===== src/rtl/mem_arbiter.sv =====
// mem_arbiter: shares one memory port between fetch and data stages, data first, with a watchdog.
module mem_arbiter #(
  parameter int unsigned TIMEOUT = 255
) (
  input  logic        clk,
  input  logic        rst,
  input  logic        if_req,
  input  logic [15:0] if_addr,
  output logic [15:0] if_rdata,
  output logic        if_done,
  output logic        if_stall,
  input  logic        dm_rd,
  input  logic        dm_wr,
  input  logic [15:0] dm_addr,
  input  logic [15:0] dm_wdata,
  output logic [15:0] dm_rdata,
  output logic        dm_done,
  output logic        dm_stall,
  output logic        mem_en,
  output logic        mem_wr,
  output logic [15:0] mem_addr,
  output logic [15:0] mem_wdata,
  input  logic [15:0] mem_rdata,
  input  logic        mem_done,
  output logic        err
);
  typedef enum logic [1:0] {IDLE, ISSUE, WAIT_DM, WAIT_IF} state_t;
  state_t      state_q, state_d;
  logic        owner_dm_q, owner_dm_d;
  logic [15:0] cnt_q, cnt_d;
  logic [16:0] cnt_inc;
  logic        mem_en_q, mem_en_d, mem_wr_q, mem_wr_d;
  logic [15:0] mem_addr_q, mem_addr_d, mem_wdata_q, mem_wdata_d;
  logic [15:0] if_rdata_q, if_rdata_d, dm_rdata_q, dm_rdata_d;
  logic        if_done_q, if_done_d, dm_done_q, dm_done_d, err_q, err_d;
  logic        in_dm;
  assign cnt_inc = {1'b0, cnt_q} + 17'd1;
  assign in_dm   = state_q == WAIT_DM;
  always_comb begin
    state_d     = state_q;
    owner_dm_d  = owner_dm_q;
    cnt_d       = cnt_q;
    mem_en_d    = 1'b0;
    mem_wr_d    = mem_wr_q;
    mem_addr_d  = mem_addr_q;
    mem_wdata_d = mem_wdata_q;
    if_rdata_d  = if_rdata_q;
    dm_rdata_d  = dm_rdata_q;
    if_done_d   = 1'b0;
    dm_done_d   = 1'b0;
    err_d       = 1'b0;
    case (state_q)
      // a request still held during its own done pulse must not be reissued
      IDLE: if (!if_done_q && !dm_done_q) begin
        if (dm_rd || dm_wr) begin
          mem_addr_d  = dm_addr;
          mem_wdata_d = dm_wdata;
          mem_wr_d    = dm_wr;
          owner_dm_d  = 1'b1;
          mem_en_d    = 1'b1;
          state_d     = ISSUE;
        end else if (if_req) begin
          mem_addr_d  = if_addr;
          mem_wr_d    = 1'b0;
          owner_dm_d  = 1'b0;
          mem_en_d    = 1'b1;
          state_d     = ISSUE;
        end
      end
      ISSUE: begin
        cnt_d   = 16'h0000;
        state_d = owner_dm_q ? WAIT_DM : WAIT_IF;
      end
      default: if (mem_done) begin
        if_done_d  = !in_dm;
        dm_done_d  = in_dm;
        if_rdata_d = in_dm ? if_rdata_q : mem_rdata;
        dm_rdata_d = (in_dm && !mem_wr_q) ? mem_rdata : dm_rdata_q;
        state_d    = IDLE;
      end else if (cnt_inc == 17'(TIMEOUT)) begin
        err_d     = 1'b1;
        if_done_d = !in_dm;
        dm_done_d = in_dm;
        state_d   = IDLE;
      end else begin
        cnt_d = cnt_inc[15:0];
      end
    endcase
  end
  always_ff @(posedge clk) begin
    if (rst) begin
      state_q     <= IDLE;
      owner_dm_q  <= 1'b0;
      cnt_q       <= 16'h0000;
      mem_en_q    <= 1'b0;
      mem_wr_q    <= 1'b0;
      mem_addr_q  <= 16'h0000;
      mem_wdata_q <= 16'h0000;
      if_rdata_q  <= 16'h0000;
      dm_rdata_q  <= 16'h0000;
      if_done_q   <= 1'b0;
      dm_done_q   <= 1'b0;
      err_q       <= 1'b0;
    end else begin
      state_q     <= state_d;
      owner_dm_q  <= owner_dm_d;
      cnt_q       <= cnt_d;
      mem_en_q    <= mem_en_d;
      mem_wr_q    <= mem_wr_d;
      mem_addr_q  <= mem_addr_d;
      mem_wdata_q <= mem_wdata_d;
      if_rdata_q  <= if_rdata_d;
      dm_rdata_q  <= dm_rdata_d;
      if_done_q   <= if_done_d;
      dm_done_q   <= dm_done_d;
      err_q       <= err_d;
    end
  end
  assign mem_en    = mem_en_q;
  assign mem_wr    = mem_wr_q;
  assign mem_addr  = mem_addr_q;
  assign mem_wdata = mem_wdata_q;
  assign if_rdata  = if_rdata_q;
  assign dm_rdata  = dm_rdata_q;
  assign if_done   = if_done_q;
  assign dm_done   = dm_done_q;
  assign err       = err_q;
  assign if_stall  = if_req & ~if_done_q;
  assign dm_stall  = (dm_rd | dm_wr) & ~dm_done_q;
endmodule


===== config.mk =====
export PLATFORM = sky130hd
export DESIGN_NAME = mem_arbiter
export DESIGN_NICKNAME = d
export VERILOG_FILES = /design/src/rtl/mem_arbiter.sv
export SDC_FILE = /design/constraint.sdc
export NUM_CORES = 1
export LEC_CHECK = 0
export CAP_MARGIN = 40
export CORE_ASPECT_RATIO = 1.2
export CORE_MARGIN = 4
export CORE_UTILIZATION = 40
export CTS_BUF_LIST = sky130_fd_sc_hd__clkbuf_4 sky130_fd_sc_hd__clkbuf_8
export CTS_CLUSTER_SIZE = 12
export DETAILED_ROUTE_END_ITERATION = 10
export HOLD_SLACK_MARGIN = 0.15
export PLACE_DENSITY = 0.7
export SKIP_LAST_GASP = 1
export SYNTH_ARGS = -nofsm -noshare
export SYNTH_HDL_FRONTEND = slang
export SYNTH_SLANG_ARGS = --single-unit

===== constraint.sdc =====
create_clock -name clk -period 3.15 [get_ports clk]
set_input_delay 0.63 -clock clk [delete_from_list [all_inputs] [get_ports clk]]
set_output_delay 0.63 -clock clk [all_outputs]
set_load 0.1 [all_outputs]

==> run_results.csv, run 1 <==
group,metric,value,unit
power,power.density,852.0,nW/um^2
timing,setup_viol,0,
synth,synth_edf_count,0,
global_routing,met3_usage,0.05937,
critical_path,worst-path-buf-inv,1,
synth,synthFlopType,"dfxtp_1",
place,place_area,5037,um^2
power,p_leak,2.033,nW
synth,synth_cell_types,54,
final_layout,diodes,0,
timing,worst_pin_slew,0.7576,ns
clocking,clkSinkCount,88,
timing,finalHoldViolCount,0,
place,dp_slack,0.1481,ns
floorplanning,initial_utilization,0.4128,
routing,ant_nets,0,
floorplanning,dieArea,10990,um^2
critical_path,crit_fanout,9,
flow_run,maxCapViolCount,0,
min_path,hp-class,"reg -> reg",
global_routing,grt_start_max_net_pins,71,
final_layout,layout-drive-gt1-share,0.1881,
synth,ys_seq_elements,88,
global_routing,grt_pass1_vias,3517,
power,peakVddDrop,0.6760,mV
global_routing,grt_use_met2,0.3404,
critical_path,end_kind,"flip-flop",
critical_path,cpMaxStageDelayCell,"or4_1",
routing,via_per_inst,5.208,
global_routing,grt_pass1_wl,17350,um
final_layout,final_cell_mix,"125 x nand2_1, 88 x dfxtp_1, 81 x buf_4",
clocking,cts_htree_levels,3,
final_layout,postLayoutCellArea,5245,um^2
critical_path,crit_type,"reg -> reg",
clocking,cts_hold_buf,0,
critical_path,cpLargestDelayFamily,"simple AND/OR/NAND/NOR gates",
final_layout,utilization,0.5776,
place,hpwl,7806,um
timing,max_slew_margin,0.4949,
timing,fmax,344.5,MHz
final_layout,final_common_cell,"nand2_1",
synth,async_reset_ff_frac,0,
global_routing,grt.busiest_layer,"met2",
timing,fin_ws,0.2473,ns
final_layout,seqCellArea,1762,um^2
place,dpl.cell_count,691,
routing,drcViolationCount,0,
global_routing,grt_usage,0.2019,
synth,synth_seq_area_share,0.4700,
synth,syn_inst,461,
global_routing,use_met1,0.2400,
timing,finalSetupTns,0,ns
critical_path,cp-start-kind,"flip-flop",
synth,synth_warnings,0,
timing,final_max_slew_viol_count,0,
clocking,clock_path_buffers,2,
timing,period_share,0.9215,
critical_path,critPathMaxStageDelay,0.49,ns
critical_path,crit_chain,"ha_1 -> nand3_4 -> nor3_1 -> nor4_1 -> o21ai_2 -> o21ai_4 -> buf_4 -> or4_1 -> a21oi_1",
floorplanning,pin_count,141,
final_layout,final_nets,657,
timing,fin_skew,0.01161,ns
floorplanning,coreArea,9081,um^2
timing,grt_setup_unrepaired,"false",
critical_path,cp.required,3.44,ns
final_layout,finalNonFillerCells,710,
routing,drt_first_pass_iters,4,
power,switchingPower,2.338,mW
power,clock_power_share,0.165,
timing,post-route-min-period,2.903,ns
final_layout,nFillCells,848,
synth,syn_area_per_cell,8.131,um^2
final_layout,multiInputGateArea,1812,um^2
clocking,cts_tree,"done",
global_routing,grt-ovfl-total,0,
place,routabilityCongestion,0.8333,
routing,wl,10780,um
clocking,cts_buffers,9,
floorplanning,row_count,38,
final_layout,area_growth,39.92,%
clocking,clkLatencyLatePin,0.36,ns
floorplanning,fp.dieH,114.0,um
place,port_buffers,140,
critical_path,cp_data_arrival_time,3.20,ns
power,seqPwrFrac,0.320,
global_routing,antenna_found_initial,0,
power,power.share.combinational,0.515,
clocking,cts_root_buf,"clkbuf_8",
routing,first_iter_violations,211,
run_status,status,"finished clean",
routing,num_vias,3698,
routing,routedWlPerCell,15.18,um
clocking,clk_pin_slew,0.09,ns
floorplanning,die_w,96.37,um
power,internal_power,2.131,mW
synth,syn_nets,533,
power,p_sw_frac,0.5231,
synth,syn_area,3749,um^2
==> state kept, by name, summed over array words and instances (netlist names), 2 cells and up <==
name	count
cnt_q	16
dm_rdata	16
if_rdata	16
mem_addr	16
mem_wdata	16
state_q	2
==> path summary, 6_finish.rpt <==
path | start | endpoint | slack [ns] | cells past startpoint
max | cnt_q[0] | cnt_q[14] | 0.25 | 9
min | mem_wdata[2] | mem_wdata[2] | 0.46 | 2
max reg2reg | cnt_q[0] | cnt_q[14] | 0.25 | 9
min reg2reg | mem_wdata[2] | mem_wdata[2] | 0.46 | 2
==> synthesized netlist by cell type (4+ instances only) <==
cell,number,share of area
nor4_1,7,0.012
nand2_1,125,0.13
xnor2_1,4,0.0093
a21oi_1,52,0.069
xor2_1,4,0.0093
dfxtp_1,88,0.47
nor3b_1,4,0.0080
or4_1,4,0.0080
nor2b_1,5,0.0083
nand3_1,7,0.0093
a311oi_1,16,0.037
nor2_1,26,0.026
nor3_1,5,0.0067
and2_1,4,0.0067
clkbuf_1,32,0.032
o21ai_0,16,0.021
==> layer usage <==
metal | vias to the layer above | share of wire | wire [um]
met4 | 0 | 0.024 | 259
met1 | 1709 | 0.40 | 4299
met5 | - | 0 | 0
li1 | 1849 | - | -
met2 | 119 | 0.51 | 5529
met3 | 21 | 0.064 | 691
==> layout make-up <==
cell class,count,share of cell area
inverters,3,0.002147
repair buffers,152,0.2526
flip-flops and latches,88,0.3359
clock inverters,7,0.01169
well taps,120,0.02863
multi-input cells,331,0.3454
clock buffers,9,0.02362
==> power groups by stage <==
| stage | Sequential, mW | Combinational, mW | Clock (mW) |
|---|---|---|---|
| after CTS | 1.43 | 2.30 | 0.765 |
| after floorplan | 2.68 | 0.543 | 0 |
| after global placement | 1.44 | 2.28 | 0 |
| after detailed placement | 1.45 | 2.30 | 0 |
| final | 1.43 | 2.30 | 0.737 |
| after global routing | 1.45 | 2.42 | 0.811 |
==> kinds of logic after synthesis <==
kind of cell	synth area share
xor+xnor	0.01869
fa+ha+maj	0.006675
simple gates	0.2517
compound gates	0.2023
buf+inv	0.04806
flops	0.4700
mux	0.002670
==> timing repair <==
action	CTS	global route
buffers inserted	0	3
endpoints found under the hold margin	0	0
resized for setup	0	0
setup endpoints to repair	0	8
==> tightest hold or removal path, delay by kind of cell, from the launching register on <==
kind               cells  cell delay, ns
AOI/OAI and AO/OA      1            0.05
DFF                    1            0.32
and+or+nand+nor        1            0.05
==> through the flow <==
stage	hold WS [ns]	power (mW)
final	0.4565	4.469
after global routing	0.4784	4.686
after CTS	0.4591	4.499
after detailed placement	0.4474	3.754
after global placement	0.4425	3.721
after floorplan	0.4568	3.218
(Power assumes the default switching activity.)
==> run 2, diff against run 1 <==
SETUP_SLACK_MARGIN = 0.3   (was unset)
==> run_results.csv, run 2 (same netlist as run 1, synthesis figures left out) <==
group,metric,value,unit
final_layout,diodes,0,
critical_path,crit_chain,"nand4_4 -> nor4_2 -> xor2_1 -> or4_4 -> o21ai_4 -> nor2_2 -> a221o_1",
critical_path,cp_data_arrival_time,3.05,ns
global_routing,antenna_found_initial,0,
timing,period_share,0.8891,
floorplanning,row_count,38,
final_layout,final_common_cell,"nand2_1",
final_layout,area_growth,43.09,%
timing,max_slew_margin,0.4891,
clocking,cts_hold_buf,0,
routing,num_vias,3752,
timing,fmax,357.1,MHz
timing,finalHoldViolCount,0,
floorplanning,die_w,96.37,um
power,p_leak,2.092,nW
final_layout,layout-drive-gt1-share,0.2047,
place,port_buffers,140,
power,peakVddDrop,0.6681,mV
routing,first_iter_violations,116,
floorplanning,dieArea,10990,um^2
timing,setup_viol,0,
place,place_area,5049,um^2
global_routing,grt_pass1_vias,3620,
timing,worst_pin_slew,0.7663,ns
global_routing,grt-ovfl-total,0,
clocking,clk_pin_slew,0.10,ns
global_routing,grt_usage,0.2015,
routing,wl_met3,639,um
critical_path,crit_type,"reg -> reg",
critical_path,crit_fanout,8,
routing,ant_nets,0,
critical_path,r2r_slack,0.35,ns
place,dpl.cell_count,691,
critical_path,end_kind,"flip-flop",
min_path,worstHoldPathCells,2,
critical_path,rr_worst_depth,7,
clocking,cts_buffers,9,
final_layout,nFillCells,834,
final_layout,postLayoutCellArea,5364,um^2
place,routabilityCongestion,0.8241,
timing,finalSetupTns,0,ns
power,power.density,860.4,nW/um^2
clocking,clkSinkCount,88,
clocking,clkLatencyLatePin,0.36,ns
timing,grt_setup_unrepaired,"false",
routing,via_per_inst,5.240,
min_path,hp-class,"reg -> reg",
floorplanning,initial_utilization,0.4128,
routing,drcViolationCount,0,
final_layout,final_cell_mix,"125 x nand2_1, 88 x dfxtp_1, 87 x buf_4",
flow_run,maxCapViolCount,0,
critical_path,cp.required,3.40,ns
routing,wl,11270,um
clocking,cts_tree,"done",
clocking,clock_path_buffers,2,
routing,met2_length,5748,um
final_layout,seqCellArea,1762,um^2
final_layout,multiInputGateArea,1846,um^2
critical_path,cp-start-kind,"flip-flop",
critical_path,cpMaxStageDelayCell,"or4_4",
critical_path,critPathMaxStageDelay,0.62,ns
timing,final_max_slew_viol_count,0,
routing,wl_met1,4527,um
global_routing,grt_start_max_net_pins,71,
floorplanning,fp.dieH,114.0,um
routing,drt_first_pass_iters,4,
final_layout,finalNonFillerCells,716,
critical_path,r2r-start,"cnt_q[2]",
floorplanning,coreArea,9081,um^2
routing,topRoutingLayerUsed,"met4",
clocking,cts_htree_levels,3,
min_path,min-delay-start,"mem_wdata[2]",
routing,routedWlPerCell,15.74,um
timing,post-route-min-period,2.801,ns
place,hpwl,7867,um
run_status,status,"finished clean",
floorplanning,pin_count,141,
timing,fin_skew,0.01295,ns
global_routing,grt_pass1_wl,17530,um
clocking,cts_root_buf,"clkbuf_8",
critical_path,crit_start,"cnt_q[2]",
final_layout,final_nets,664,
run 2: cell types whose count changed in the layout (fill, tap and decap cells not counted), sizes merged:
cell	change
buf	+6
inv	-3
bufinv	+2
clkinv	-1
clkinvlp	+1
o211ai	+1
run 2: worst paths after layout:
kind,endpoint
max,cnt_q[6]
min,mem_wdata[2]
max reg2reg,cnt_q[6]
min reg2reg,mem_wdata[2]
run 2: metal layers:
metal  GRT usage  vias to the layer above
met5           0                        -
met4     0.09542                        0
met3     0.04551                       26
met2      0.3427                      105
met1      0.2363                     1765
li1            -                     1856
run 2: final cells by class:
class                           count  share of cell area
Clock buffer                        9             0.02309
Inverter                            3            0.002099
Sequential cell                    88              0.3284
Clock inverter                      6             0.01726
Timing Repair Buffer              158              0.2571
Multi-Input combinational cell    332              0.3441
Tap cell                          120             0.02799
run 2: per-stage QoR:
step,total power [mW],utilization,hold WS (ns),worst slack [ns]
2_1_floorplan,3.218,-,0.4568,0.3952
4_1_cts,4.635,0.5814,0.4604,0.3023
3_5_place_dp,3.773,0.5559,0.4470,0.1428
3_3_place_gp,3.732,0.5543,0.4445,0.2552
5_1_grt,4.812,0.5907,0.4774,0.1817
6_report,4.615,0.5907,0.4591,0.3493
run 2: worst max-delay path, delay by kind of cell, from the launching register on:
kind / cells / cell delay, ns
xor+xnor: 1 / 0.16
simple gates: 4 / 1.37
flops: 1 / 0.54
compound gates: 2 / 0.60
run 2: what timing repair did:
action | in CTS | in global routing
gates cloned | 0 | 1
setup endpoints to repair | 9 | 13
pin swaps | 1 | 2
resized for setup | 0 | 5
setup buffers | 2 | 7
run 2: power breakdown:
| group | internal [mW] | leakage, nW | total, mW | switching [mW] |
|---|---|---|---|---|
| clock | 0.447 | 0.102 | 0.862 | 0.416 |
| combinational | 0.543 | 1.27 | 2.33 | 1.79 |
| sequential | 1.31 | 0.718 | 1.42 | 0.119 |
| total | 2.30 | 2.09 | 4.62 | 2.32 |
==> run 3, diff against run 2 <==
TNS_END_PERCENT = 20   (was unset)
==> run_results.csv, run 3 (same netlist as run 1, synthesis figures left out) <==
group,metric,value,unit
routing,via_per_inst,5.258,
timing,setup_viol,0,
clocking,cts_htree_levels,3,
floorplanning,initial_utilization,0.4128,
power,peakVddDrop,0.6679,mV
clocking,cts_buffers,9,
critical_path,end_kind,"flip-flop",
power,power.share.combinational,0.504,
floorplanning,row_count,38,
place,routabilityCongestion,0.8241,
critical_path,r2r_end,"cnt_q[13]",
routing,routedWlPerCell,15.78,um
clocking,cts_root_buf,"clkbuf_8",
flow_run,maxCapViolCount,0,
timing,max_slew_margin,0.4938,
floorplanning,coreArea,9081,um^2
power,switchingPower,2.319,mW
routing,ant_nets,0,
final_layout,area_growth,43.02,%
global_routing,grt_pass1_wl,17530,um
critical_path,cp_data_arrival_time,3.04,ns
place,place_area,5049,um^2
clocking,clock_path_buffers,2,
final_layout,postLayoutCellArea,5361,um^2
timing,fmax,357.2,MHz
floorplanning,dieArea,10990,um^2
place,port_buffers,140,
power,p_sw_frac,0.5026,
critical_path,crit_type,"reg -> reg",
global_routing,grt_pass1_vias,3620,
power,totalPowerFinal,4.615,mW
place,hpwl,7867,um
final_layout,final_nets,664,
critical_path,cp.required,3.39,ns
timing,worst_pin_slew,0.7593,ns
critical_path,r2r-start,"cnt_q[2]",
routing,wl,11300,um
clocking,cts_tree,"done",
critical_path,cp-start-kind,"flip-flop",
timing,post-route-min-period,2.799,ns
power,p_leak,2.095,nW
power,internal_power,2.295,mW
global_routing,antenna_found_initial,0,
critical_path,crit_fanout,8,
clocking,cts_hold_buf,0,
critical_path,rr_worst_depth,7,
clocking,clkLatencyLatePin,0.36,ns
place,dp_slack,0.1428,ns
final_layout,diodes,0,
power,clock_power_share,0.187,
global_routing,grt-ovfl-total,0,
critical_path,r2r_slack,0.35,ns
global_routing,grt_usage,0.2015,
timing,final_max_slew_viol_count,0,
run_status,status,"finished clean",
routing,num_vias,3765,
min_path,min-delay-start,"mem_wdata[2]",
critical_path,endpoint,"cnt_q[13]",
min_path,hp-class,"reg -> reg",
power,power.density,860.8,nW/um^2
final_layout,final_cell_mix,"125 x nand2_1, 88 x dfxtp_1, 87 x buf_4",
critical_path,crit_start,"cnt_q[2]",
final_layout,final_common_cell,"nand2_1",
clocking,clkSinkCount,88,
timing,fin_skew,0.01264,ns
floorplanning,fp.dieH,114.0,um
timing,finalSetupTns,0,ns
power,seqPwrFrac,0.309,
routing,drcViolationCount,0,
timing,fin_ws,0.3505,ns
floorplanning,pin_count,141,
routing,first_iter_violations,141,
floorplanning,die_w,96.37,um
routing,drt_first_pass_iters,5,
clocking,clk_pin_slew,0.10,ns
timing,period_share,0.8887,
timing,finalHoldViolCount,0,
final_layout,layout-drive-gt1-share,0.2030,
timing,grt_setup_unrepaired,"true",
global_routing,grt_start_max_net_pins,71,
-- run 3: final cells by class --
cell class / count / area, um^2
Clock inverter: 6 / 92.59
Tap cell: 120 / 150.1
Clock buffer: 9 / 123.9
Timing Repair Buffer: 158 / 1379
Multi-Input combinational cell: 332 / 1843
Sequential cell: 88 / 1762
Fill cell: 834 / 3720
Inverter: 3 / 11.26
-- run 3: worst min path at each step --
stage | cells after the start | end
3_5_place_dp | 2 | mem_wdata[2]
4_1_cts | 2 | mem_wdata[2]
5_1_grt | 2 | mem_wdata[2]
3_3_place_gp | 2 | mem_wdata[7]
6_report | 2 | mem_wdata[2]
2_1_floorplan | 2 | owner_dm_q
-- run 3: power by group through the flow --
stage                     logic, mW  clock network (mW)  registers [mW]
after floorplan               0.543                   0            2.68
after global placement         2.29                   0            1.44
after detailed placement       2.32                   0            1.45
after CTS                      2.33               0.878            1.43
after global routing           2.44               0.922            1.45
final                          2.33               0.863            1.42
-- run 3: routing by layer --
| layer | global-route usage | routed length, um |
|---|---|---|
| met1 | 0.2363 | 4537 |
| met2 | 0.3427 | 5725 |
| met3 | 0.04551 | 682 |
| met4 | 0.09542 | 352 |
| met5 | 0 | 0 |
-- run 3: worst max-delay path, stage by stage, from the launching register on --
cell and delay, ns:
dfxtp_1 0.54, nand4_4 0.20, nor4_2 0.45, xor2_1 0.16
or4_4 0.62, o21ai_4 0.22, nor2_2 0.10, a221o_1 0.38
-- run 3: what timing repair did --
action | CTS | global route
pin swaps | 1 | 2
endpoints found under the hold margin | 0 | 0
setup endpoints to repair | 9 | 13
setup buffers | 2 | 7
resized for setup | 0 | 4
gates cloned | 0 | 1
-- run 3: stage by stage --
stage	std cells	hold WS, ns	utilization
3_5_place_dp	691	0.4470	0.5559
6_report	716	0.4592	0.5904
2_1_floorplan	461	0.4568	-
5_1_grt	716	0.4774	0.5904
4_1_cts	708	0.4604	0.5814
3_3_place_gp	689	0.4445	0.5543
